### src/rtl/ram_pkg.sv
// ram_pkg: shared types and defaults for the KDW weight-bank RAM.
//   kdw_op_t     request opcode (READ, WRITE, ACC; value 3 is illegal)
//   kdw_state_t  control FSM states of ram_kdw_bank
//   KDW_N_ELEM   default words per bank
//   WG_W         default word width in bits
//   KDW_N_BANK   default number of banks
package ram_pkg;

    typedef enum logic [1:0] {
        KdwRead  = 2'd0,
        KdwWrite = 2'd1,
        KdwAcc   = 2'd2,
        KdwIll   = 2'd3
    } kdw_op_t;

    typedef enum logic [1:0] {
        StIdle,
        StDrain,
        StClear
    } kdw_state_t;

    localparam int unsigned KDW_N_ELEM = 16;
    localparam int unsigned WG_W       = 8;
    localparam int unsigned KDW_N_BANK = 4;

endpackage

### src/rtl/kdw_bank_sram.sv
// kdw_bank_sram: one weight bank, 1 write port + 1 synchronous read port.
//   clk    clock
//   we     write enable, waddr/wdata committed on the rising edge
//   raddr  read address, rdata valid the cycle after (old data on collision)
// Contents are not reset.
module kdw_bank_sram #(
    parameter int unsigned DEPTH = 16,
    parameter int unsigned DW    = 8,
    parameter int unsigned AW    = $clog2(DEPTH)
) (
    input  logic          clk,
    input  logic          we,
    input  logic [AW-1:0] waddr,
    input  logic [DW-1:0] wdata,
    input  logic [AW-1:0] raddr,
    output logic [DW-1:0] rdata
);

    logic [DW-1:0] mem [DEPTH];

    always_ff @(posedge clk) begin
        if (we) begin
            mem[waddr] <= wdata;
        end
        rdata <= mem[raddr];
    end

endmodule

### src/rtl/ram_kdw_bank.sv
// ram_kdw_bank: N_BANK independent weight banks behind a 2-stage
// read / modify-write pipeline, with a drain-then-clear sweep.
//   clk, rst_n            clock, asynchronous active-low reset
//   req_valid/req_ready   request handshake
//   req_op/bank/addr/data request fields (READ, WRITE, ACC)
//   rd_valid/rd_data      one response per accepted request, 2 cycles later
//   rd_err                response belongs to an illegal request
//   clr_start, clr_busy   start a full zero sweep / sweep (or drain) active
module ram_kdw_bank import ram_pkg::*; #(
    parameter int unsigned N_BANK = KDW_N_BANK,
    parameter int unsigned DEPTH  = KDW_N_ELEM,
    parameter int unsigned DW     = WG_W
) (
    input  logic                      clk,
    input  logic                      rst_n,
    input  logic                      req_valid,
    output logic                      req_ready,
    input  logic [1:0]                req_op,
    input  logic [$clog2(N_BANK)-1:0] req_bank,
    input  logic [$clog2(DEPTH)-1:0]  req_addr,
    input  logic [DW-1:0]             req_data,
    output logic                      rd_valid,
    output logic [DW-1:0]             rd_data,
    output logic                      rd_err,
    input  logic                      clr_start,
    output logic                      clr_busy
);

    localparam int unsigned BW = $clog2(N_BANK);
    localparam int unsigned AW = $clog2(DEPTH);

    kdw_state_t    state;
    logic [AW-1:0] clr_cnt;

    // S1: request captured at acceptance, bank read data arrives this stage.
    logic          s1_valid;
    logic          s1_err;
    kdw_op_t       s1_op;
    logic [BW-1:0] s1_bank;
    logic [AW-1:0] s1_addr;
    logic [DW-1:0] s1_data;

    // S2: response stage; memory is written as a request moves S1 -> S2.
    logic          s2_we;
    logic [BW-1:0] s2_bank;
    logic [AW-1:0] s2_addr;

    logic          req_legal;
    logic          accept;
    logic          clearing;
    logic          fwd_hit;
    logic          s1_we;
    logic [DW-1:0] old_word;
    logic [DW-1:0] s1_result;
    logic [AW-1:0] wr_addr;
    logic [DW-1:0] wr_data;
    logic [DW-1:0] bank_rdata [N_BANK];
    logic [N_BANK-1:0] bank_we;

    // Widen before comparing so out-of-range checks stay meaningful for any size.
    assign req_legal = (req_op != 2'd3) && (32'(req_addr) < DEPTH) && (32'(req_bank) < N_BANK);
    assign req_ready = (state == StIdle);
    assign clr_busy  = (state != StIdle);
    // A request colliding with clr_start is refused even though ready is high.
    assign accept    = req_valid && req_ready && !clr_start;
    assign clearing  = (state == StClear);

    always_comb begin
        // The S2 entry wrote memory on the same edge S1 issued its read, so the
        // read returned the pre-write word; take S2's result instead.
        fwd_hit  = rd_valid && s2_we && (s2_bank == s1_bank) && (s2_addr == s1_addr);
        old_word = fwd_hit ? rd_data : bank_rdata[s1_bank];
        unique case (s1_op)
            KdwWrite: s1_result = s1_data;
            KdwAcc:   s1_result = old_word + s1_data;
            default:  s1_result = old_word;
        endcase
        s1_we   = s1_valid && !s1_err && (s1_op == KdwWrite || s1_op == KdwAcc);
        wr_addr = clearing ? clr_cnt : s1_addr;
        wr_data = clearing ? '0 : s1_result;
    end

    for (genvar b = 0; b < N_BANK; b++) begin : g_bank
        assign bank_we[b] = clearing || (s1_we && (s1_bank == BW'(b)));

        kdw_bank_sram #(
            .DEPTH (DEPTH),
            .DW    (DW)
        ) u_sram (
            .clk   (clk),
            .we    (bank_we[b]),
            .waddr (wr_addr),
            .wdata (wr_data),
            .raddr (req_addr),
            .rdata (bank_rdata[b])
        );
    end

    always_ff @(posedge clk or negedge rst_n) begin
        if (!rst_n) begin
            s1_valid <= 1'b0;
            s1_err   <= 1'b0;
            s1_op    <= KdwRead;
            s1_bank  <= '0;
            s1_addr  <= '0;
            s1_data  <= '0;
            s2_we    <= 1'b0;
            s2_bank  <= '0;
            s2_addr  <= '0;
            rd_valid <= 1'b0;
            rd_err   <= 1'b0;
            rd_data  <= '0;
        end else begin
            s1_valid <= accept;
            if (accept) begin
                s1_err  <= !req_legal;
                s1_op   <= kdw_op_t'(req_op);
                s1_bank <= req_bank;
                s1_addr <= req_addr;
                s1_data <= req_data;
            end
            rd_valid <= s1_valid;
            rd_err   <= s1_valid && s1_err;
            s2_we    <= s1_we;
            if (s1_valid) begin
                rd_data <= s1_err ? '0 : s1_result;
                s2_bank <= s1_bank;
                s2_addr <= s1_addr;
            end
        end
    end

    always_ff @(posedge clk or negedge rst_n) begin
        if (!rst_n) begin
            state   <= StClear;
            clr_cnt <= '0;
        end else begin
            unique case (state)
                StIdle: begin
                    if (clr_start) begin
                        state <= (s1_valid || rd_valid) ? StDrain : StClear;
                    end
                    clr_cnt <= '0;
                end
                StDrain: begin
                    if (!s1_valid && !rd_valid) begin
                        state <= StClear;
                    end
                end
                StClear: begin
                    if (32'(clr_cnt) == DEPTH - 1) begin
                        state   <= StIdle;
                        clr_cnt <= '0;
                    end else begin
                        clr_cnt <= clr_cnt + AW'(1);
                    end
                end
                default: state <= StIdle;
            endcase
        end
    end

endmodule
### config.mk
export PLATFORM = sky130hd
export DESIGN_NAME = ram_kdw_bank
export DESIGN_NICKNAME = d
export VERILOG_FILES = /design/src/rtl/ram_pkg.sv /design/src/rtl/kdw_bank_sram.sv /design/src/rtl/ram_kdw_bank.sv
export SDC_FILE = /design/constraint.sdc
export NUM_CORES = 1
export LEC_CHECK = 0
export BUFFER_PORTS_ARGS = -buffer_cell sky130_fd_sc_hd__buf_2
export CAP_MARGIN = 20
export CORE_UTILIZATION = 46
export CTS_BUF_LIST = sky130_fd_sc_hd__clkbuf_8 sky130_fd_sc_hd__clkbuf_16
export DETAILED_ROUTE_END_ITERATION = 12
export PLACE_DENSITY = 0.66
export SLEW_MARGIN = 20
export SYNTH_ARGS = -nofsm -noshare
export SYNTH_HDL_FRONTEND = slang
export SYNTH_HIERARCHICAL = 1
export SYNTH_SLANG_ARGS = --single-unit
### constraint.sdc
create_clock -name clk -period 11.5 [get_ports clk]
set_clock_uncertainty 0.2 [all_clocks]
set_input_delay 2.3 -clock clk [delete_from_list [all_inputs] [get_ports clk]]
set_output_delay 2.3 -clock clk [all_outputs]
set_load 0.05 [all_outputs]
# --- Word level (Yosys, flattened, before mapping) ---
# Memories as Yosys holds them, arrays and structs flattened. A register that Yosys moved wholly into a read port is not among the register bits.
# Index checks and enable logic that the tools add are counted.
totals:
  latchBits: 0
  regBits: 41
  elab_cells: 88
  n_memories: 4
  romBits: 0
  input_bits: 20
  output_inout_bits: 12
  mem_bits_rw: 512
mem_list:
  columns: ["name", "depth", "word_bits", "rd", "rd_ports_with_merged_regs", "wr", "line", "source"]
  rows:
  - ["g_bank[0].u_sram.mem", 16, 8, 1, 1, 1, "kdw_bank_sram.sv:19", "logic [DW-1:0] mem [DEPTH];"]
  - ["g_bank[1].u_sram.mem", 16, 8, 1, 1, 1, "kdw_bank_sram.sv:19", null]
  - ["g_bank[2].u_sram.mem", 16, 8, 1, 1, 1, "kdw_bank_sram.sv:19", null]
  - ["g_bank[3].u_sram.mem", 16, 8, 1, 1, 1, "kdw_bank_sram.sv:19", null]
op_classes:
  n_eq_ne: 14
  reduce_logical: 29
  n_div: 0
  shifts: 0
  multipliers: 0
  order_cmp: 1
  bitwise: 1
  add_sub_neg: 2
  muxes: 23
op_table:
  columns: ["op", "n"]
  rows:
  - ["$mux W8", 5]
  - ["$bmux W8 S2", 1]
  - ["$pmux W8 S2", 1]
  - ["$logic_and A1 B1 Y1", 13]
  - ["$add A8 B8 Y8", 1]
  - ["$eq A2 B2 Y1 const B", 4]
  - ["$mux W1", 8]
  - ["$mux W2", 4]
  - ["$mux W4", 2]
  - ["$pmux W4 S2", 1]
  - ["$eq A2 B1 Y1 const B", 3]
  - ["$logic_or A1 B1 Y1", 6]
  - ["$pmux W2 S3", 1]
  - ["$logic_not A1 Y1", 5]
  - ["$add A4 B1 Y4 const B", 1]
  - ["$eq A4 B4 Y1", 1]
  - ["$eq A4 B4 Y1 const B", 1]
  - ["$logic_not A2 Y1", 2]
  - ["$ne A2 B1 Y1 const B", 2]
  - ["$ne A2 B2 Y1 const B", 2]
  - ["$reduce_bool A2 Y1", 2]
  - ["$ge A3 B3 Y1 const B", 1]
  - ["$not A2 Y3", 1]
  - ["$reduce_and A3 Y1", 1]
  - ["$eq A2 B2 Y1", 1]

# --- Logic depth before layout (Yosys ltp) ---
# Gate-level depths: netlist of the first run.
depth:
  depth_word: 8
  depth_mapped: 14
  ltp_nobuf: 13

# --- Cells and area by module ---
# Netlist of the first run, hierarchy kept.
by_module_without_submodules:
  columns: ["module", "seq_area_each_um2", "cells_per_inst", "area_each_um2", "n_inst"]
  rows:
  - ["kdw_bank_sram", 4003.8, 229, 5147.4, 4]
  - ["ram_kdw_bank", 1027.2, 250, 2645.0, 1]

# --- Worst setup path after synthesis of the first run ---
# OpenSTA, ideal clock, no wires.
synth_path:
  path_type: "reg2reg"
  startpoint: "register rd_valid"
  endpoint: "memory g_bank[0].u_sram.mem[0][7], data pin"
  setup_slack_ns: 5.961
  arrival_ns: 4.786
  path_stages_with_launch: 11
  n_path_buf: 0
  required_ns: 10.747
  setup_ns: 0.553
  synth_period_minus_slack_ns: 5.539
  path_cell_list: "dfrtp_1 nand2_1 nor4_4 nand2_2 mux2_2 ha_1 a2111o_1 o21ai_0 xnor2_1 mux2_2 o22ai_1"
synth_via:
  elab_chain_cells: 7
synth_rtl:
  columns: ["element", "line", "source"]
  rows:
  - ["start: declaration", "ram_kdw_bank.sv:22", "output logic rd_valid,"]
  - ["start signal: assignment", "ram_kdw_bank.sv:122", "rd_valid <= s1_valid;"]
  - ["$logic_and A1 B1 Y1 (*) (3 in series)", "ram_kdw_bank.sv:71", "fwd_hit = rd_valid && s2_we && (s2_bank == s1_bank) && (s2_addr == s1_addr);"]
  - ["$mux W8 (*)", "ram_kdw_bank.sv:72", "old_word = fwd_hit ? rd_data : bank_rdata[s1_bank];"]
  - ["$add A8 B8 Y8", "ram_kdw_bank.sv:75", "KdwAcc: s1_result = old_word + s1_data;"]
  - ["$pmux W8 S2 (*)", "ram_kdw_bank.sv:73", "unique case (s1_op)"]
  - ["$mux W8 (*)", "ram_kdw_bank.sv:80", "wr_data = clearing ? '0 : s1_result;"]
  - ["named net wr_data[7]", "ram_kdw_bank.sv:56", "logic [DW-1:0] wr_data;"]
  - ["end: declaration", "kdw_bank_sram.sv:19", null]
# The timed path passes the listed nets; every way through them passes the cells marked *.

# --- Worst setup path after layout of the first run ---
layout_path:
  startpoint: "register s1_bank[1]"
  endpoint: "memory g_bank[2].u_sram.mem[5][7], data pin"
layout_via:
  elab_chain_cells: 8
  word_cells_on_any_way: 11
layout_rtl:
  columns: ["element", "line", "source"]
  rows:
  - ["start: declaration", "ram_kdw_bank.sv:39", "logic [BW-1:0] s1_bank;"]
  - ["start signal: assignment", "ram_kdw_bank.sv:118", "s1_bank <= req_bank;"]
  - ["$not A2 Y3 (implied by the code)", "ram_kdw_bank.sv:72", null]
  - ["$bmux W8 S2", "ram_kdw_bank.sv:72", null]
  - ["$mux W8 (implied by the code) (2 in series)", "ram_kdw_bank.sv:72", null]
  - ["$mux W8 (*)", "ram_kdw_bank.sv:72", null]
  - ["$add A8 B8 Y8", "ram_kdw_bank.sv:75", null]
  - ["$pmux W8 S2 (*)", "ram_kdw_bank.sv:73", null]
  - ["$mux W8 (*)", "ram_kdw_bank.sv:80", null]
  - ["named net wr_data[7]", "ram_kdw_bank.sv:56", null]
  - ["end: declaration", "kdw_bank_sram.sv:19", null]
# The timed path passes the listed nets; every way through them passes the cells marked *. The select of a mux whose other input is x is not followed.

==> results.md, run 1 <==
- The kind of path behind the tightest hold check is reg2reg.
- After global routing, the most crowded layer is met2.
- For this design the ratio of total power to cell area is 252.9 nW/um^2.
- The share of total power dissipated in the clock network is 0.272.
- The final worst slack is 6802 ps.
- The number of nets in the synthesized netlist is 1197.
- The post-placement worst setup slack is 6405 ps.
- Setup repair after global routing left no endpoint under its margin.
- The layout overhead on the synthesized area is 11.32%.
- For this run, the total global-route usage over all layers was measured as 0.1944.
- The cell leakage power is 8.881 nW.
- Data arrives at the worst endpoint at 4810 ps.
- The share of total power in sequential cells is 0.495.
- For met1 alone, demand over resource in global routing was 0.2751.
- The initial core utilization is 0.4708.
- The share of total power dissipated in combinational logic is 0.232.
- The register area share after synthesis is 0.7335.
- In the final design database the tool counted 1258 nets.
- The post-synth design cell area is 23230 um^2.
- Once the clock tree was built, the resizer swapped 0 gates to a different size.
- The cell-internal power is 4.608 mW.
- The worst setup path is launched from a register.
- The net switching power is 1.932 mW.
- The later-pin clock latency in the skew report is 610 ps.
- In the final routed layout, each cell accounts on average for 24.92 um.
- The first global-routing pass estimated 72.57 mm of wire.
- The share of synthesized area in the top cell type comes to 0.6617.
- The number of failing setup endpoints in the final timing report is 0.
- The maximum net fanout on the critical path is 64.
- The violation count after the first detailed-route iteration is 1123.
- At the pin with the least slew margin, the transition time is 1038 ps.
- Derived from the worst setup path, the maximum achievable clock frequency is 212.8 MHz.
- At the end of routability-driven placement, the weighted congestion stood at 0.8175.
- The number of antenna violations at the first check in global routing is 0.
- After detailed routing, the number of remaining DRC violations is 0.
- The critical path required time is 11610 ps.
- Once the clock tree was built, the setup fixing pass inserted 0 buffers.
- The maximum VDD drop is 0.0001176 V.
- Clock tree synthesis inserted a total of 58 buffers.
- The detailed placement HPWL is 28.57 mm.
- The die is 226.7 um tall.
- For this design the top-level I/O count stands at 32.
- The detail-routed via count per cell is 5.875.
- The flow ran to the end, and the final reports show no timing, DRC or antenna violations.
- In this run the tightest slew margin relative to its limit is 0.3067.
- After synthesis the netlist holds a flip-flop and latch count of 585.
- The number of slew-limit violations in the final report came to 0.
- The most numerous cell in the Yosys netlist is sky130_fd_sc_hd__edfxtp_1.
- The region available for standard cell placement spans 49360 um^2.
- Sorting the synthesized cells by how often they occur yields 512 x sky130_fd_sc_hd__edfxtp_1, 79 x sky130_fd_sc_hd__mux4_2, 67 x sky130_fd_sc_hd__nor2_1, 64 x sky130_fd_sc_hd__a22oi_1, 64 x sky130_fd_sc_hd__nand2_1.
- After global routing the overflow that remains totals 0.
- The number of global-route vias before repair is 11360.
- Of the total power, the share spent switching nets is 0.2954.
- The CTS sink count is 585.
- The total power is 6.540 mW.
- Counting I/O delays and the setup requirement, the final critical path takes 4698 ps.
- The overall die area is 51410 um^2.
- The repair_antennas step left the layout with diodes totalling 0.
- Of all flip-flops after synthesis, the portion carrying an async set or reset was 0.07009.
- The total of buffers placed on input and output ports is 31.
- In this run, synthesis inferred 512 flip-flops with an integrated enable.
- Clock-pin slew was measured on the worst setup and hold paths at 60 ps.
- For this run, the leading register cell type out of synthesis is sky130_fd_sc_hd__edfxtp_1.
- The horizontal extent of the die is 226.7 um.
- The met3 global-route usage is 0.03356.
- The met2 track utilization from global routing is 0.3123.
- The worst setup path is captured at a register.
- The maximum buffer depth of the clock tree is 3.
- The via count of the routed design is 11380.
- The mean instance size in the synthesized netlist is 19.93 um^2.
- After technology mapping, the gate count stands at 1166.
- The root buffer cell is sky130_fd_sc_hd__clkbuf_16.
- The remaining antenna violation count after routing is 0.
- The synthesis warning total is 6.
- The pin count of the biggest net entering global routing is 68.
- The number of max-cap violations is 0.
- The fraction of layout cells with a size suffix above 1 is 0.2035.
- The iteration count of the initial detailed-routing pass is 5.
- The total length of routed wires is 48.27 mm.
- Sorting the synthesized cells by area gives the leading types as sky130_fd_sc_hd__edfxtp_1 66%, sky130_fd_sc_hd__mux4_2 7.7%, sky130_fd_sc_hd__mux4_1 6.4%.
- The deepest level of the CTS H-tree is 2.
- The number of rows in the core area is 81.
- For the final routed database, the setup TNS stands at 0 ps.
- The number of endpoints with negative hold slack in the final report was 0.
- The TritonCTS clock tree is yes.
- The number of distinct library cells after synthesis is 58.
- sky130_fd_sc_hd__edfxtp_1 takes more of the synthesized area than any other cell.
- For this design, the CTS-stage hold fixing added 0 buffers.
- The path type of the worst setup path is reg2reg.
- The portion of the clock cycle consumed by the worst path in the final layout is 0.4086.
==> cells by family (layout without fill, tap and decap cells) <==
kind of cell / count (synthesis) / in the layout / share of synthesized area
AND/OR/NAND/NOR: 211 / 211 / 0.04324
AO/OA/AOI/OAI: 119 / 119 / 0.03823
XOR/XNOR: 8 / 8 / 0.003016
buffers and inverters: 64 / 171 / 0.01922
multiplexers: 168 / 168 / 0.1565
flip-flops: 585 / 585 / 0.7335
adder cells (fa/ha/maj): 11 / 11 / 0.006247
==> registers in the layout (all words and copies together) (netlist names), 4 cells and up <==
| register | cells |
|---|---|
| clr_cnt | 4 |
| s1_data | 8 |
| s1_addr | 4 |
| s2_addr | 4 |
| rd_data | 8 |
| g_bank.u_sram/mem | 512 |
| g_bank.u_sram/rdata | 32 |
==> placed cells by master, fill, tap and decap left out, types with 4 or more instances in the layout <==
master / netlist / layout
sky130_fd_sc_hd__a22oi_1: 64 / 64
sky130_fd_sc_hd__nand3b_1: 9 / 9
sky130_fd_sc_hd__nor3_2: 0 / 4
sky130_fd_sc_hd__and2b_1: 4 / 4
sky130_fd_sc_hd__nor2_1: 67 / 64
sky130_fd_sc_hd__inv_1: 10 / 29
sky130_fd_sc_hd__a221o_1: 4 / 4
sky130_fd_sc_hd__nand3_1: 10 / 10
sky130_fd_sc_hd__buf_4: 4 / 24
sky130_fd_sc_hd__nor3_1: 19 / 15
sky130_fd_sc_hd__mux4_1: 57 / 57
sky130_fd_sc_hd__a21oi_1: 4 / 4
sky130_fd_sc_hd__or3b_2: 4 / 4
sky130_fd_sc_hd__xnor2_1: 5 / 5
sky130_fd_sc_hd__o21ai_0: 15 / 15
sky130_fd_sc_hd__nand2b_1: 10 / 10
sky130_fd_sc_hd__nand2_1: 64 / 64
sky130_fd_sc_hd__dfxtp_1: 32 / 32
sky130_fd_sc_hd__mux2_2: 28 / 28
sky130_fd_sc_hd__ha_1: 10 / 10
sky130_fd_sc_hd__bufinv_16: 0 / 4
sky130_fd_sc_hd__clkinv_2: 0 / 5
sky130_fd_sc_hd__buf_2: 15 / 29
sky130_fd_sc_hd__mux4_2: 79 / 79
sky130_fd_sc_hd__a22o_1: 5 / 5
sky130_fd_sc_hd__edfxtp_1: 512 / 512
sky130_fd_sc_hd__dfrtp_1: 40 / 40
sky130_fd_sc_hd__clkbuf_16: 0 / 58
sky130_fd_sc_hd__clkinv_1: 1 / 15
sky130_fd_sc_hd__nor2b_1: 6 / 6
sky130_fd_sc_hd__and2_1: 9 / 6
==> layer usage <==
| metal | wire length [um] | vias up |
|---|---|---|
| li1 | - | 4946 |
| met5 | 0 | - |
| met3 | 2748 | 70 |
| met4 | 1008 | 0 |
| met2 | 23400 | 374 |
| met1 | 21120 | 5990 |
==> power groups by stage <==
stage          clock network (mW)  registers, mW  logic [mW]
2_1_floorplan                   0           3.24        1.01
3_3_place_gp                    0           3.26        1.48
3_5_place_dp                    0           3.29        1.51
4_1_cts                      1.82           3.25        1.52
5_1_grt                      1.90           3.29        1.64
6_report                     1.78           3.24        1.52
==> worst paths after layout <==
kind / from / endpoint / slack [ps] / cells after the start
worst max register to register: s1_bank[1] / g_bank[2].u_sram/mem[5][7] / 6800 / 12
worst max-delay path: s1_bank[1] / g_bank[2].u_sram/mem[5][7] / 6800 / 12
worst min-delay path: s1_err / rd_data[7] / 310 / 1
max in group asynchronous: rst_n / rd_data[1] / 8880 / 1
min in group asynchronous: rst_n / rd_data[2] / 1630 / 1
worst min register to register: s1_err / rd_data[7] / 310 / 1
==> per-stage QoR <==
| stage | cell area (um^2) | utilization | hold slack (ps) | std cells |
|---|---|---|---|---|
| after CTS | 25860 | 0.5239 | 308.2 | 1937 |
| final | 25860 | 0.5240 | 305.6 | 1937 |
| after floorplan | 23230 | - | 151.9 | 1166 |
| after detailed placement | 24060 | 0.4875 | 308.3 | 1831 |
| after global routing | 25860 | 0.5240 | 333.6 | 1937 |
| after global placement | 24060 | 0.4875 | 310.1 | 1831 |
==> layout make-up <==
type	count	area, um^2
clock buffer	61	1493
timing repair buffer	54	336.6
inverter	11	41.29
multi-input combinational	517	5819
fill	3818	23490
tap	664	830.8
sequential	585	17040
clock inverter	45	301.5
==> worst max-delay path: stages, from the launching register on <==
cell	delay, ps
sky130_fd_sc_hd__dfrtp_1	680
sky130_fd_sc_hd__xor2_1	210
sky130_fd_sc_hd__nor4_4	350
sky130_fd_sc_hd__nand2_2	200
sky130_fd_sc_hd__mux2_2	330
sky130_fd_sc_hd__ha_1	370
sky130_fd_sc_hd__a2111oi_0	520
sky130_fd_sc_hd__a21oi_1	70
sky130_fd_sc_hd__o21ai_0	180
sky130_fd_sc_hd__xnor2_1	170
sky130_fd_sc_hd__mux2_2	390
sky130_fd_sc_hd__o22ai_4	120
sky130_fd_sc_hd__buf_4	570
No activity file was read; power rests on OpenSTA's default activity.
==> run 2, diff against run 1 <==
--- a/config.mk
+++ b/config.mk
@@ -10,7 +10,7 @@
 export CORE_UTILIZATION = 46
 export CTS_BUF_LIST = sky130_fd_sc_hd__clkbuf_8 sky130_fd_sc_hd__clkbuf_16
 export DETAILED_ROUTE_END_ITERATION = 12
-export PLACE_DENSITY = 0.66
+export PLACE_DENSITY = 0.69
 export SLEW_MARGIN = 20
 export SYNTH_ARGS = -nofsm -noshare
 export SYNTH_HDL_FRONTEND = slang
==> constraint.sdc (replaced) <==
create_clock -name clk -period 3.8 [get_ports clk]
set_clock_uncertainty 0.2 [all_clocks]
set_input_delay 0.76 -clock clk [delete_from_list [all_inputs] [get_ports clk]]
set_output_delay 0.76 -clock clk [all_outputs]
set_load 0.05 [all_outputs]
==> results.md, run 2 (synthesized netlist as in run 1, its figures left out) <==
- The flow ran to the end, and the final reports show no timing, DRC or antenna violations.
- The total congestion overflow after global routing is 0 (unchanged).
- The delay of the slowest cell on the worst path is 430 ps (-250 ps).
- The post-route cell area is 27020 um^2 (+4.5%).
- The detail-routed via count per cell came to 5.798 (-1.3%).
- The library cell used most frequently in the layout, excluding fill and tap cells, is sky130_fd_sc_hd__edfxtp_1.
- The total power is 20.96 mW (+220%).
- The via count of the routed design was 11750 (+3.3%).
- The number of global-route vias before repair is 11710 (+3.1%).
- The signal on the critical path passes through xor2_2 -> nor4_4 -> nand2_2 -> buf_6 -> mux2_4 -> ha_4 -> a2111o_1 -> o21ai_2 -> xnor2_2 -> mux2_4 -> o22ai_4 -> buf_12 -> clkbuf_16.
- The total power divided by cell area is 775.8 nW/um^2 (+210%).
- The deepest level of the CTS H-tree came to 2 (unchanged).
- The TritonCTS buffer count is 56 (-3.4%).
- The slowest stage of the critical path belongs to the cell sky130_fd_sc_hd__a2111o_1.
- The remaining antenna violation count after routing is 0 (unchanged).
- The maximum clock rate is 267.3 MHz (+26%).
- The maximum net fanout on the critical path is 16 (-75%).
- The violation count after the first detailed-route iteration came to 1023 (-8.9%).
- The portion of the clock cycle consumed by the worst path in the final layout is 0.9844 (+0.5758).
- The total of buffers placed on input and output ports is 31 (unchanged).
- The worst setup path is captured at a register.
- The total length of routed wires is 49.20 mm (+1.9%).
- The number of endpoints with negative hold slack in the final report is 0 (unchanged).
- The horizontal extent of the die is 226.7 um (unchanged).
- The initial core utilization came to 0.4708 (unchanged).
- The number of I/O pins is 32 (unchanged).
- The final worst slack is 59.46 ps (-6742 ps).
- In this run the clock root is driven by a sky130_fd_sc_hd__clkbuf_16.
- The final cell utilization of the core is 0.5474 (+0.02332).
- The cell area reported after detailed placement came to 24910 um^2 (+3.5%).
- The detailed placement HPWL came to 30.20 mm (+5.7%).
- The worst setup path is launched from a register.
- The fraction of layout cells with a size suffix above 1 is 0.2773 (+0.07387).
- The total negative slack for setup checks is 0 ps (unchanged).
- In this run the worst hold path is classified as in2async.
- The placer's final routability congestion estimate was 0.8507 (+4.1%).
- g_bank.u_sram/mem holds more flip-flops than any other register.
- The number of remaining DRC errors came to 0 (unchanged).
- The library cells used most frequently in the layout, excluding fill and tap cells, are 512 x sky130_fd_sc_hd__edfxtp_1, 91 x sky130_fd_sc_hd__buf_4, 79 x sky130_fd_sc_hd__mux4_2.
- The number of antenna violations at the first check in global routing is 1 (+1).
- The post-placement worst setup slack is -99.74 ps (-6505 ps).
- The critical path required time is 4060 ps (-7550 ps).
- The cell leakage power is 9.461 nW (+6.5%).
- The layout overhead on the synthesized area is 16.27%.
- The slew at the pin with the worst max-slew slack is 942.1 ps (-95.75 ps).
- The wire length per cell after detailed routing is 24.27 um (-2.6%).
- The total track usage is 0.1973 (+0.002898).
- The most repeated library cell on the critical path is sky130_fd_sc_hd__mux2_4.
- The post-layout instance count excluding filler cells is 2027 (+4.6%).
- The pin count of the biggest net entering global routing is 82 (+21%).
- The area of the core is 49360 um^2 (unchanged).
- The CTS sink count is 585 (unchanged).
- The number of rows in the core area is 81 (unchanged).
- The overall die area is 51410 um^2 (unchanged).
- The time the worst path needs with I/O delays and setup is 3741 ps (-957.8 ps).
- TritonCTS built the clock tree.
- The maximum buffer depth of the clock tree is 3 (unchanged).
- The final hold slack is 77.39 ps (-228.2 ps).
- The die span in y is 226.7 um (unchanged).
- The path type of the worst setup path is reg2reg.
- The iteration count of the initial detailed-routing pass is 5 (unchanged).
- The maximum VDD drop was 0.0004485 V (+280%).
- The count of antenna diodes in the layout is 0 (unchanged).
- The number of flip-flops under the largest register name is 512 (unchanged).
- The signal arrival time at the worst endpoint was 4000 ps (-810 ps).
- The clock slew seen by the registers of the worst setup and hold paths came to 70 ps (about the same).
- The number of max-cap violations was 0 (unchanged).
- The worst-case headroom to the max-slew limit is 0.3719 (+0.06526).
- The post-layout net count is 1347 (+7.1%).
- The number of cells after detailed placement is 1915 (+4.6%).
- The later-pin clock latency in the skew report is 620 ps (about the same).
- The largest registers in the layout are g_bank.u_sram/mem: 512 flops, g_bank.u_sram/rdata: 32 flops.
- The global-route wire length before repair is 73.43 mm (+1.2%).
- Setup repair after global routing could not meet its margin everywhere.
- The number of slew-limit violations in the final report is 0 (unchanged).
- The number of failing setup endpoints in the final timing report is 0 (unchanged).
[run 2: path summary, 6_finish.rpt]
kind	endpoint	slack [ps]	depth (start not counted)	start
min in group clk	s1_data[4]	170	2	req_data[4]
hold / removal	s1_data[4]	80	1	rst_n
hold reg to reg	rd_data[7]	330	1	s1_err
setup reg to reg	g_bank[1].u_sram/mem[11][7]	60	13	s1_addr[3]
setup / recovery	g_bank[1].u_sram/mem[11][7]	60	13	s1_addr[3]
max in group asynchronous	s1_bank[0]	2640	1	rst_n
[run 2: worst max-delay path: cells and delay by family (launching register included)]
family	cells	cell delay, ps
flip-flops	1	410
adder cells (fa/ha/maj)	1	250
multiplexers	2	670
buffers and inverters	3	500
AO/OA/AOI/OAI	3	750
XOR/XNOR	2	360
AND/OR/NAND/NOR	2	460
[run 2: where the power goes]
part	switching, mW	total [mW]	internal (mW)	leakage, nW
Clock	2.41	5.68	3.27	0.948
Combinational	3.32	5.56	2.24	2.96
Sequential	0.506	9.72	9.21	5.56
Total	6.23	21.0	14.7	9.46
[run 2: routing by layer]
| metal | up-vias | global-route usage | share of wire |
|---|---|---|---|
| met5 | - | 0 | 0 |
| met4 | 0 | 0.06648 | 0.025 |
| met3 | 73 | 0.03525 | 0.069 |
| met2 | 421 | 0.3103 | 0.48 |
| met1 | 6125 | 0.2792 | 0.42 |
| li1 | 5133 | - | - |
[run 2: timing repair]
| item | in CTS | in global routing |
|---|---|---|
| pin swaps | 1 | 4 |
| buffers inserted | 1 | 1 |
| setup endpoints to repair | 192 | 240 |
| gates resized for setup | 6 | 15 |
| cloned | 2 | 3 |
| hold buffers | 0 | 0 |
[run 2: final cells by class]
cell class	count	area [um^2]
clock buffers	57	1415
clock inverters	48	471.7
fillers	3710	22340
inverters	11	41.29
multi-input cells	518	5897
flip-flops and latches	585	17050
well taps	664	830.8
repair buffers	144	1315
